## src/rtl/mux_nto1_seq_if.sv

```systemverilog
// Bus bundle for mux_nto1_seq: packed channel inputs, request controls and
// the valid/ready output beat with its side-band (channel, error, last, done).
interface mux_nto1_seq_if #(
  parameter int WIDTH = 8,
  parameter int NCH   = 16,
  parameter int SELW  = (NCH > 1) ? $clog2(NCH) : 1
);
  logic [NCH*WIDTH-1:0] din;
  logic [SELW-1:0]      sel;
  logic                 mode;
  logic                 start;
  logic                 busy;
  logic [WIDTH-1:0]     out_data;
  logic [SELW-1:0]      out_ch;
  logic                 out_err;
  logic                 out_last;
  logic                 out_valid;
  logic                 out_ready;
  logic                 done;

  // Requester / consumer side.
  modport master (
    output din, sel, mode, start, out_ready,
    input  busy, out_data, out_ch, out_err, out_last, out_valid, done
  );

  // Multiplexer side.
  modport slave (
    input  din, sel, mode, start, out_ready,
    output busy, out_data, out_ch, out_err, out_last, out_valid, done
  );
endinterface

```

## src/rtl/mux_nto1_seq.sv

```systemverilog
// Registered N:1 multiplexer with a single-entry valid/ready output register
// and a channel sequencer: manual mode captures one selected channel per
// request, scan mode emits one beat per channel in order 0..NCH-1.
module mux_nto1_seq #(
  parameter int WIDTH = 8,
  parameter int NCH   = 16,
  parameter int SELW  = (NCH > 1) ? $clog2(NCH) : 1
) (
  input  logic         clk,
  input  logic         rst_n,
  mux_nto1_seq_if.slave bus
);

  // Channel table padded to a power of two so any SELW-bit index is legal;
  // padding slots read as zero, which is also the forced data for a bad sel.
  localparam int                NSLOT   = 1 << SELW;
  localparam logic [SELW:0]     NCH_W   = (SELW + 1)'(NCH);
  localparam logic [SELW-1:0]   LAST_CH = SELW'(NCH - 1);
  localparam logic [SELW-1:0]   ONE_PTR = SELW'(1);

  localparam logic [0:0] ST_IDLE = 1'b0;
  localparam logic [0:0] ST_SCAN = 1'b1;

  logic [WIDTH-1:0] ch_data [NSLOT];

  for (genvar gi = 0; gi < NSLOT; gi++) begin : g_slot
    if (gi < NCH) begin : g_live
      assign ch_data[gi] = bus.din[gi*WIDTH +: WIDTH];
    end else begin : g_pad
      assign ch_data[gi] = '0;
    end
  end

  logic [0:0]       state_q, state_d;
  logic [SELW-1:0]  ptr_q, ptr_d;
  logic [WIDTH-1:0] out_data_q, out_data_d;
  logic [SELW-1:0]  out_ch_q, out_ch_d;
  logic             out_err_q, out_err_d;
  logic             out_last_q, out_last_d;
  logic             out_valid_q, out_valid_d;
  logic             done_q, done_d;

  logic load_ok;
  logic busy;
  logic sel_err;

  // The output register may be refilled when empty or drained this cycle.
  assign load_ok = ~out_valid_q | bus.out_ready;
  assign busy    = (state_q == ST_SCAN) | (out_valid_q & ~bus.out_ready);
  assign sel_err = ({1'b0, bus.sel} >= NCH_W);

  // Next-state: sequencer control and output register loading.
  always_comb begin
    state_d     = state_q;
    ptr_d       = ptr_q;
    out_data_d  = out_data_q;
    out_ch_d    = out_ch_q;
    out_err_d   = out_err_q;
    out_last_d  = out_last_q;
    out_valid_d = out_valid_q;
    done_d      = out_valid_q & bus.out_ready & out_last_q;

    // A beat accepted with nothing new behind it empties the register.
    if (load_ok) begin
      out_valid_d = 1'b0;
    end

    if (state_q == ST_SCAN) begin
      if (load_ok) begin
        out_data_d  = ch_data[ptr_q];
        out_ch_d    = ptr_q;
        out_err_d   = 1'b0;
        out_last_d  = (ptr_q == LAST_CH);
        out_valid_d = 1'b1;
        if (ptr_q == LAST_CH) begin
          state_d = ST_IDLE;
          ptr_d   = '0;
        end else begin
          ptr_d = ptr_q + ONE_PTR;
        end
      end
    end else if (bus.start && !busy) begin
      out_valid_d = 1'b1;
      if (!bus.mode) begin
        // Manual capture; an out-of-range select still yields a flagged beat.
        out_data_d = sel_err ? '0 : ch_data[bus.sel];
        out_ch_d   = bus.sel;
        out_err_d  = sel_err;
        out_last_d = 1'b1;
      end else begin
        out_data_d = ch_data[0];
        out_ch_d   = '0;
        out_err_d  = 1'b0;
        out_last_d = (NCH == 1);
        if (NCH > 1) begin
          ptr_d   = ONE_PTR;
          state_d = ST_SCAN;
        end
      end
    end
  end

  // State and output registers with synchronous active-low reset.
  always_ff @(posedge clk) begin
    if (!rst_n) begin
      state_q     <= ST_IDLE;
      ptr_q       <= '0;
      out_data_q  <= '0;
      out_ch_q    <= '0;
      out_err_q   <= 1'b0;
      out_last_q  <= 1'b0;
      out_valid_q <= 1'b0;
      done_q      <= 1'b0;
    end else begin
      state_q     <= state_d;
      ptr_q       <= ptr_d;
      out_data_q  <= out_data_d;
      out_ch_q    <= out_ch_d;
      out_err_q   <= out_err_d;
      out_last_q  <= out_last_d;
      out_valid_q <= out_valid_d;
      done_q      <= done_d;
    end
  end

  assign bus.busy      = busy;
  assign bus.out_data  = out_data_q;
  assign bus.out_ch    = out_ch_q;
  assign bus.out_err   = out_err_q;
  assign bus.out_last  = out_last_q;
  assign bus.out_valid = out_valid_q;
  assign bus.done      = done_q;

endmodule

```

## src/flat_wrapper.sv

```systemverilog
// flat-port wrapper written by rule: the top's interface ports become plain ports
module mux_nto1_seq_flat 
#(
  parameter int WIDTH = 8,
  parameter int NCH   = 16,
  parameter int SELW  = (NCH > 1) ? $clog2(NCH) : 1
)
  (clk, rst_n, bus_din, bus_sel, bus_mode, bus_start, bus_out_ready, bus_busy, bus_out_data, bus_out_ch, bus_out_err, bus_out_last, bus_out_valid, bus_done);
  mux_nto1_seq_if #(.WIDTH(WIDTH), .NCH(NCH), .SELW(SELW)) bus_i ();
  input  logic clk;
  input  logic rst_n;
  input wire logic [$bits(bus_i.din)-1:0] bus_din;
  input wire logic [$bits(bus_i.sel)-1:0] bus_sel;
  input wire logic [$bits(bus_i.mode)-1:0] bus_mode;
  input wire logic [$bits(bus_i.start)-1:0] bus_start;
  input wire logic [$bits(bus_i.out_ready)-1:0] bus_out_ready;
  output wire logic [$bits(bus_i.busy)-1:0] bus_busy;
  output wire logic [$bits(bus_i.out_data)-1:0] bus_out_data;
  output wire logic [$bits(bus_i.out_ch)-1:0] bus_out_ch;
  output wire logic [$bits(bus_i.out_err)-1:0] bus_out_err;
  output wire logic [$bits(bus_i.out_last)-1:0] bus_out_last;
  output wire logic [$bits(bus_i.out_valid)-1:0] bus_out_valid;
  output wire logic [$bits(bus_i.done)-1:0] bus_done;
  assign bus_i.din = bus_din;
  assign bus_i.sel = bus_sel;
  assign bus_i.mode = bus_mode;
  assign bus_i.start = bus_start;
  assign bus_i.out_ready = bus_out_ready;
  assign bus_busy = bus_i.busy;
  assign bus_out_data = bus_i.out_data;
  assign bus_out_ch = bus_i.out_ch;
  assign bus_out_err = bus_i.out_err;
  assign bus_out_last = bus_i.out_last;
  assign bus_out_valid = bus_i.out_valid;
  assign bus_done = bus_i.done;
  mux_nto1_seq #(.WIDTH(WIDTH), .NCH(NCH), .SELW(SELW)) u_core (.clk(clk), .rst_n(rst_n), .bus(bus_i));
endmodule
```

## config.mk

```make
export PLATFORM = sky130hd
export DESIGN_NAME = mux_nto1_seq_flat
export DESIGN_NICKNAME = d
export VERILOG_FILES = /design/src/rtl/mux_nto1_seq_if.sv /design/src/rtl/mux_nto1_seq.sv /design/src/flat_wrapper.sv
export SDC_FILE = /design/constraint.sdc
export NUM_CORES = 1
export LEC_CHECK = 0
export ABC_AREA = 0
export CORE_MARGIN = 2
export CORE_UTILIZATION = 42
export CTS_BUF_LIST = sky130_fd_sc_hd__clkbuf_4
export DETAILED_ROUTE_END_ITERATION = 10
export PLACE_DENSITY = 0.85
export SYNTH_ARGS = -nofsm -noshare
export SYNTH_HDL_FRONTEND = slang
export SYNTH_SLANG_ARGS = --single-unit
```

## constraint.sdc

```tcl
create_clock -name clk -period 1.8 [get_ports clk]
set_input_delay 0.36 -clock clk [delete_from_list [all_inputs] [get_ports clk]]
set_output_delay 0.36 -clock clk [all_outputs]
set_load 0.005 [all_outputs]
```

==> impl_metrics.py, run 1 <==
metrics = {
    "outcome": {
        "status": "completed",
    },
    "place": {
        "placedCellCount": 579,
        "gp_congestion": 0.932,
        "dp_hpwl_um": 9380,
        "place_area_mm2": 0.00491,
        "dp_slack_ns": -0.311,
        "portBuffers": 152,
    },
    "sta": {
        "setup_tns_ns": 0,
        "period_minus_slack_ns": 1.74,
        "fin_ws_ns": 0.0574,
        "clock_skew_ns": 0.00454,
        "worst_pin_slew_ns": 0.739,
        "rsz0062_at_grt": "no",
        "slew_violations": 0,
        "final_hold_viol_count": 0,
        "slew-limit-headroom": 0.506,
        "whs_ns": 0.514,
        "fmax_mhz": 574,
        "min_period_over_period": 0.968,
        "setup_viol": 0,
    },
    "synth": {
        "synth_common_cells": "80 x mux2i_1, 29 x mux4_2, 24 x a22oi_1, 20 x dfxtp_1, 17 x a31oi_1",
        "yosys-top-cells-area": "mux2i_1 26%, mux4_2 21%, dfxtp_1 13%",
        "yosysMostFrequentCell": "mux2i_1",
        "synth_edf_count": 0,
        "synthFlopType": "dfxtp_1",
        "ys_warn_count": 0,
        "async_reset_ff_frac": 0,
        "synth_area_mm2": 0.00313,
        "synthSimpleGateAreaFrac": 0.0900,
        "synthAdderAreaFrac": 0.00400,
        "synth_area_leader_cell": "mux2i_1",
        "yosysSeqAreaShare": 0.128,
        "synthMuxAreaShare": 0.490,
        "yosys.area_share.xor_xnor": 0,
        "syn-num-nets": 464,
        "avgSynthCellArea_um2": 9.59,
        "synth_cell_types": 40,
        "synth-seq-cells": 20,
        "synthCells": 326,
        "synth_top_family_by_area": "multiplexers",
        "yosys.area.top_type_share": 0.256,
        "synth_compound_area_frac": 0.208,
    },
    "clocking": {
        "cts_tree": "done",
        "ctsRootBufferMaster": "clkbuf_4",
        "htreeDepth": 1,
        "cts_sinks": 20,
        "clkTransAtPathRegs_ns": 0.12,
        "numCtsBuffers": 3,
        "clock_latency_ns": 0.30,
        "clock_path_buffers": 2,
        "hold_buffers": 0,
    },
    "power_and_ir_drop": {
        "powerDensity_mw_per_mm2": 416,
        "p_leak_nw": 1.85,
        "power_mw": 2.07,
        "ir_worst_vdd_mv": 0.250,
    },
    "die": {
        "dieHeight_um": 90.3,
        "ioPinCount": 154,
        "core_mm2": 0.00721,
        "die_w_um": 90.3,
        "start_util": 0.433,
        "dieArea_mm2": 0.00815,
        "fp-row-count": 31,
    },
    "global_route": {
        "grt.total_usage": 0.275,
        "gr-total-overflow": 0,
        "grt_max_degree": 35,
        "grt_antenna_before_repair": 0,
        "grt_pass1_wl_um": 18200,
        "grt_pass1_vias": 3703,
    },
    "critical_path": {
        "setup.worst_path.start_class": "input port",
        "reg2reg_depth": 5,
        "worstPathArrival_ns": 1.94,
        "reg2reg_from": "u_core.ptr_q[0]$_SDFFE_PN0P_",
        "crit_required_ns": 2.00,
        "rr_endpoint": "u_core.bus.out_data[2]$_SDFFE_PN0P_",
        "path_max_fanout": 8,
        "end_kind": "register",
        "crit_start": "bus_sel[2]",
        "r2r_slack_ns": 0.11,
        "path_class": "in2reg",
    },
    "detailed_routing": {
        "drt_iter0_drc": 333,
        "viasPerCell": 6.20,
        "via_count": 3617,
        "avgRoutedWirePerCell_um": 19.7,
        "ant_nets": 0,
        "drc": 0,
        "drt_pre_antenna_iters": 7,
        "drt_wl_total_um": 11500,
    },
    "finish": {
        "stdcell_count": 583,
        "drive_above_1_share": 0.159,
        "n_fill_cell": 557,
        "finish.instance_area_mm2": 0.00498,
        "multi_input_area_mm2": 0.00249,
        "seqCellArea_um2": 404,
        "nets": 623,
        "antennaDiodeCount": 0,
        "area_growth_pct": 59.3,
        "fin_util": 0.690,
    },
    "min_path": {
        "hold_path_class": "reg2reg",
        "hp-start": "u_core.bus.out_ch[1]$_SDFFE_PN0P_",
        "holdPathStages": 2,
        "min_to": "u_core.bus.out_ch[1]$_SDFFE_PN0P_",
    },
    "run": {
        "cap_violations": 0,
    },
}
-- critical path: stages --
cell	delay, ns
clkdlybuf4s50_1	0.51
buf_4	0.19
nor2_2	0.27
a22oi_1	0.13
a31oi_1	0.35
a31oi_1	0.13
-- how the worst max path moves through the flow --
stage | slack, ns | to | cells after the start
6_report | 0.06 | u_core.bus.out_data[2]$_SDFFE_PN0P_ | 6
5_1_grt | 0.001 | u_core.bus.out_data[6]$_SDFFE_PN0P_ | 5
4_1_cts | 0.01 | u_core.bus.out_data[2]$_SDFFE_PN0P_ | 6
3_5_place_dp | -0.31 | u_core.bus.out_data[2]$_SDFFE_PN0P_ | 6
3_3_place_gp | -0.28 | u_core.bus.out_data[2]$_SDFFE_PN0P_ | 6
2_1_floorplan | 0.24 | u_core.bus.out_data[4]$_SDFFE_PN0P_ | 6
-- cell usage in the layout (no fill, tap or decap), drive strengths merged, types with 2 or more instances in the layout --
cell	count
clkdlybuf4s50	150
mux2i	80
buf	39
mux4	32
a22oi	24
dfxtp	20
o21ai	20
a31oi	17
nand2	15
a21oi	13
nor2	11
nand3	9
a21boi	9
o22a	8
nor2b	6
a211oi	3
clkbuf	3
nand2b	3
and2	3
nor3	2
or3	2
o21a	2
-- logic make-up (layout without fill, tap and decap cells) --
family	after synthesis	in the layout
mux	112	112
compound gates	99	99
simple gates	56	56
buf+inv	37	195
flops	20	20
fa+ha+maj	1	1
other cells	1	1
-- sequential cells by signal (all words and copies together), names as in the netlist --
name and flops:
u_core.bus.out_data 8, u_core.bus.out_ch 4, u_core.ptr_q 4, u_core.bus.done 1, u_core.bus.out_last 1, u_core.bus.out_valid 1, u_core.state_q 1
-- power breakdown --
group | total (mW) | switching [mW] | internal (mW)
clock | 0.372 | 0.147 | 0.225
combinational | 1.18 | 0.463 | 0.719
sequential | 0.517 | 0.0359 | 0.481
-- layout make-up --
type,instances,area share
Tap cell,99,0.0249
Inverter,1,0.000754
Clock buffer,3,0.00452
Sequential cell,20,0.0812
Clock inverter,1,0.00603
Timing Repair Buffer,190,0.382
Multi-Input combinational cell,269,0.501
-- routing by layer --
metal	vias up	part of all wire	GRT usage
li1	1626	-	-
met1	1695	0.38	0.330
met3	35	0.097	0.0534
met4	0	0.029	0.0872
met2	261	0.50	0.494
met5	-	0	0
-- timing repair --
action	CTS	global route
buffers inserted	0	0
setup endpoints to repair	2	6
gates resized for setup	3	2
(Power assumes the default switching activity.)
==> run 2, diff against run 1 <==
- CORE_UTILIZATION: 42 -> 38
- PLACE_DENSITY: 0.85 -> 0.81
- clock period: 1.8 -> 1.5 ns (I/O delays scaled with it)
==> impl_metrics.py, run 2 (synthesis gave the netlist of run 1 again) <==
metrics = {
    "global_route": {
        "grt.total_usage": 0.281,
        "grt_pass1_wl_um": 19400,
        "grt_pass1_vias": 3767,
        "gr-total-overflow": 0,
        "grt_max_degree": 22,
        "grt_antenna_before_repair": 0,
    },
    "sta": {
        "rsz0062_at_grt": "yes",
        "setup_viol": 11,
        "clock_skew_ns": 0.0147,
        "whs_ns": 0.444,
        "fin_ws_ns": -0.202,
        "fmax_mhz": 588,
        "period_minus_slack_ns": 1.70,
        "final_hold_viol_count": 0,
        "slew_violations": 0,
        "min_period_over_period": 1.13,
    },
    "finish": {
        "multi_input_area_mm2": 0.00254,
        "n_fill_cell": 667,
        "seqCellArea_um2": 422,
        "nets": 648,
        "antennaDiodeCount": 0,
        "area_growth_pct": 70.0,
        "drive_above_1_share": 0.244,
        "final_common_cell": "clkdlybuf4s50_1",
        "largest_register_ffs": 8,
        "final_cell_mix": "145 x clkdlybuf4s50_1, 77 x mux2i_1, 47 x buf_4",
        "finish.instance_area_mm2": 0.00532,
    },
    "clocking": {
        "clock_latency_ns": 0.31,
        "ctsRootBufferMaster": "clkbuf_4",
        "hold_buffers": 0,
        "numCtsBuffers": 3,
        "cts_tree": "done",
        "htreeDepth": 1,
        "cts_sinks": 20,
        "clock_path_buffers": 2,
        "clkTransAtPathRegs_ns": 0.13,
    },
    "detailed_routing": {
        "avgRoutedWirePerCell_um": 20.9,
        "drt_wl_total_um": 12800,
        "via_count": 3670,
        "drt_pre_antenna_iters": 4,
        "drc": 0,
        "viasPerCell": 5.98,
        "ant_nets": 0,
        "drt_iter0_drc": 164,
    },
    "die": {
        "die_w_um": 94.7,
        "core_mm2": 0.00809,
        "dieHeight_um": 94.7,
        "start_util": 0.386,
        "dieArea_mm2": 0.00897,
        "fp-row-count": 33,
        "ioPinCount": 154,
    },
    "power_and_ir_drop": {
        "ir_worst_vdd_mv": 0.289,
        "power_mw": 2.63,
        "powerDensity_mw_per_mm2": 495,
        "p_leak_nw": 2.06,
    },
    "place": {
        "place_area_mm2": 0.00500,
        "portBuffers": 152,
        "gp_congestion": 1.02,
        "dp_hpwl_um": 10200,
    },
    "critical_path": {
        "setup.worst_path.start_class": "register",
        "crit_required_ns": 1.72,
        "path_max_fanout": 6,
        "reg2reg_from": "u_core.ptr_q[0]$_SDFFE_PN0P_",
        "path_class": "reg2reg",
        "reg2reg_depth": 6,
        "rr_endpoint": "u_core.bus.out_data[0]$_SDFFE_PN0P_",
        "end_kind": "register",
        "r2r_slack_ns": -0.20,
        "worstPathArrival_ns": 1.92,
    },
    "min_path": {
        "hold_path_class": "in2reg",
        "holdPathStages": 2,
        "hp-start": "bus_out_ready",
        "min_to": "u_core.bus.done$_SDFF_PN0_",
    },
    "outcome": {
        "status": "finished, violations left",
        "violations": "setup timing",
    },
    "run": {
        "cap_violations": 0,
    },
}
[run 2: area by class of cell]
cell class / instances / share of cell area
Clock inverter: 1 / 0.00565
Sequential cell: 20 / 0.0793
Inverter: 1 / 0.000706
Tap cell: 105 / 0.0247
Multi-Input combinational cell: 269 / 0.478
Timing Repair Buffer: 215 / 0.407
Clock buffer: 3 / 0.00424
[run 2: critical path, stage by stage, from the launching register on]
cell     delay [ns]
dfxtp_4        0.44
buf_12         0.15
buf_8          0.11
mux4_2         0.48
mux2i_1        0.21
o22a_1         0.15
a31oi_1        0.07
[run 2: timing repair]
action                                  in CTS  in global routing
setup buffers                                6                  2
endpoints found under the setup margin      15                 29
resized for setup                           24                 25
cloned                                       2                  0
pin swaps                                    2                  8
[run 2: how the worst max path moves through the flow]
stage                                       startpoint                                   to  slack, ns  cells after the start
after detailed placement                    bus_sel[1]  u_core.bus.out_data[3]$_SDFFE_PN0P_      -0.48                      6
after CTS                 u_core.ptr_q[0]$_SDFFE_PN0P_  u_core.bus.out_data[0]$_SDFFE_PN0P_      -0.17                      6
after global placement                      bus_sel[1]  u_core.bus.out_data[1]$_SDFFE_PN0P_      -0.46                      6
after floorplan           u_core.ptr_q[0]$_SDFFE_PN0P_  u_core.bus.out_data[2]$_SDFFE_PN0P_      -0.01                      6
after global routing      u_core.ptr_q[0]$_SDFFE_PN0P_  u_core.bus.out_data[0]$_SDFFE_PN0P_      -0.27                      6
final                     u_core.ptr_q[0]$_SDFFE_PN0P_  u_core.bus.out_data[0]$_SDFFE_PN0P_      -0.20                      6
[run 2: power by group]
group          internal, mW  leakage, nW  switching (mW)
sequential            0.583        0.170          0.0372
clock                 0.270       0.0279           0.183
combinational         0.955         1.86           0.604
total                  1.81         2.06           0.824
[run 2: stage by stage]
stage	utilization	std cells	setup TNS, ns	setup slack, ns
5_1_grt	0.657	614	-2.17	-0.266
2_1_floorplan	-	326	-0.0433	-0.00998
6_report	0.657	614	-1.64	-0.202
3_3_place_gp	0.617	600	-5.86	-0.462
3_5_place_dp	0.617	600	-6.32	-0.479
4_1_cts	0.647	612	-1.29	-0.174
[run 2: metal layers]
| metal | wire [um] | share of wire | GRT usage | up-vias |
|---|---|---|---|---|
| met5 | 0 | 0 | 0 | - |
| met4 | 219 | 0.017 | 0.0676 | 0 |
| met3 | 957 | 0.075 | 0.0399 | 19 |
| met2 | 6620 | 0.52 | 0.527 | 194 |
| met1 | 5030 | 0.39 | 0.335 | 1780 |
| li1 | - | - | - | 1677 |
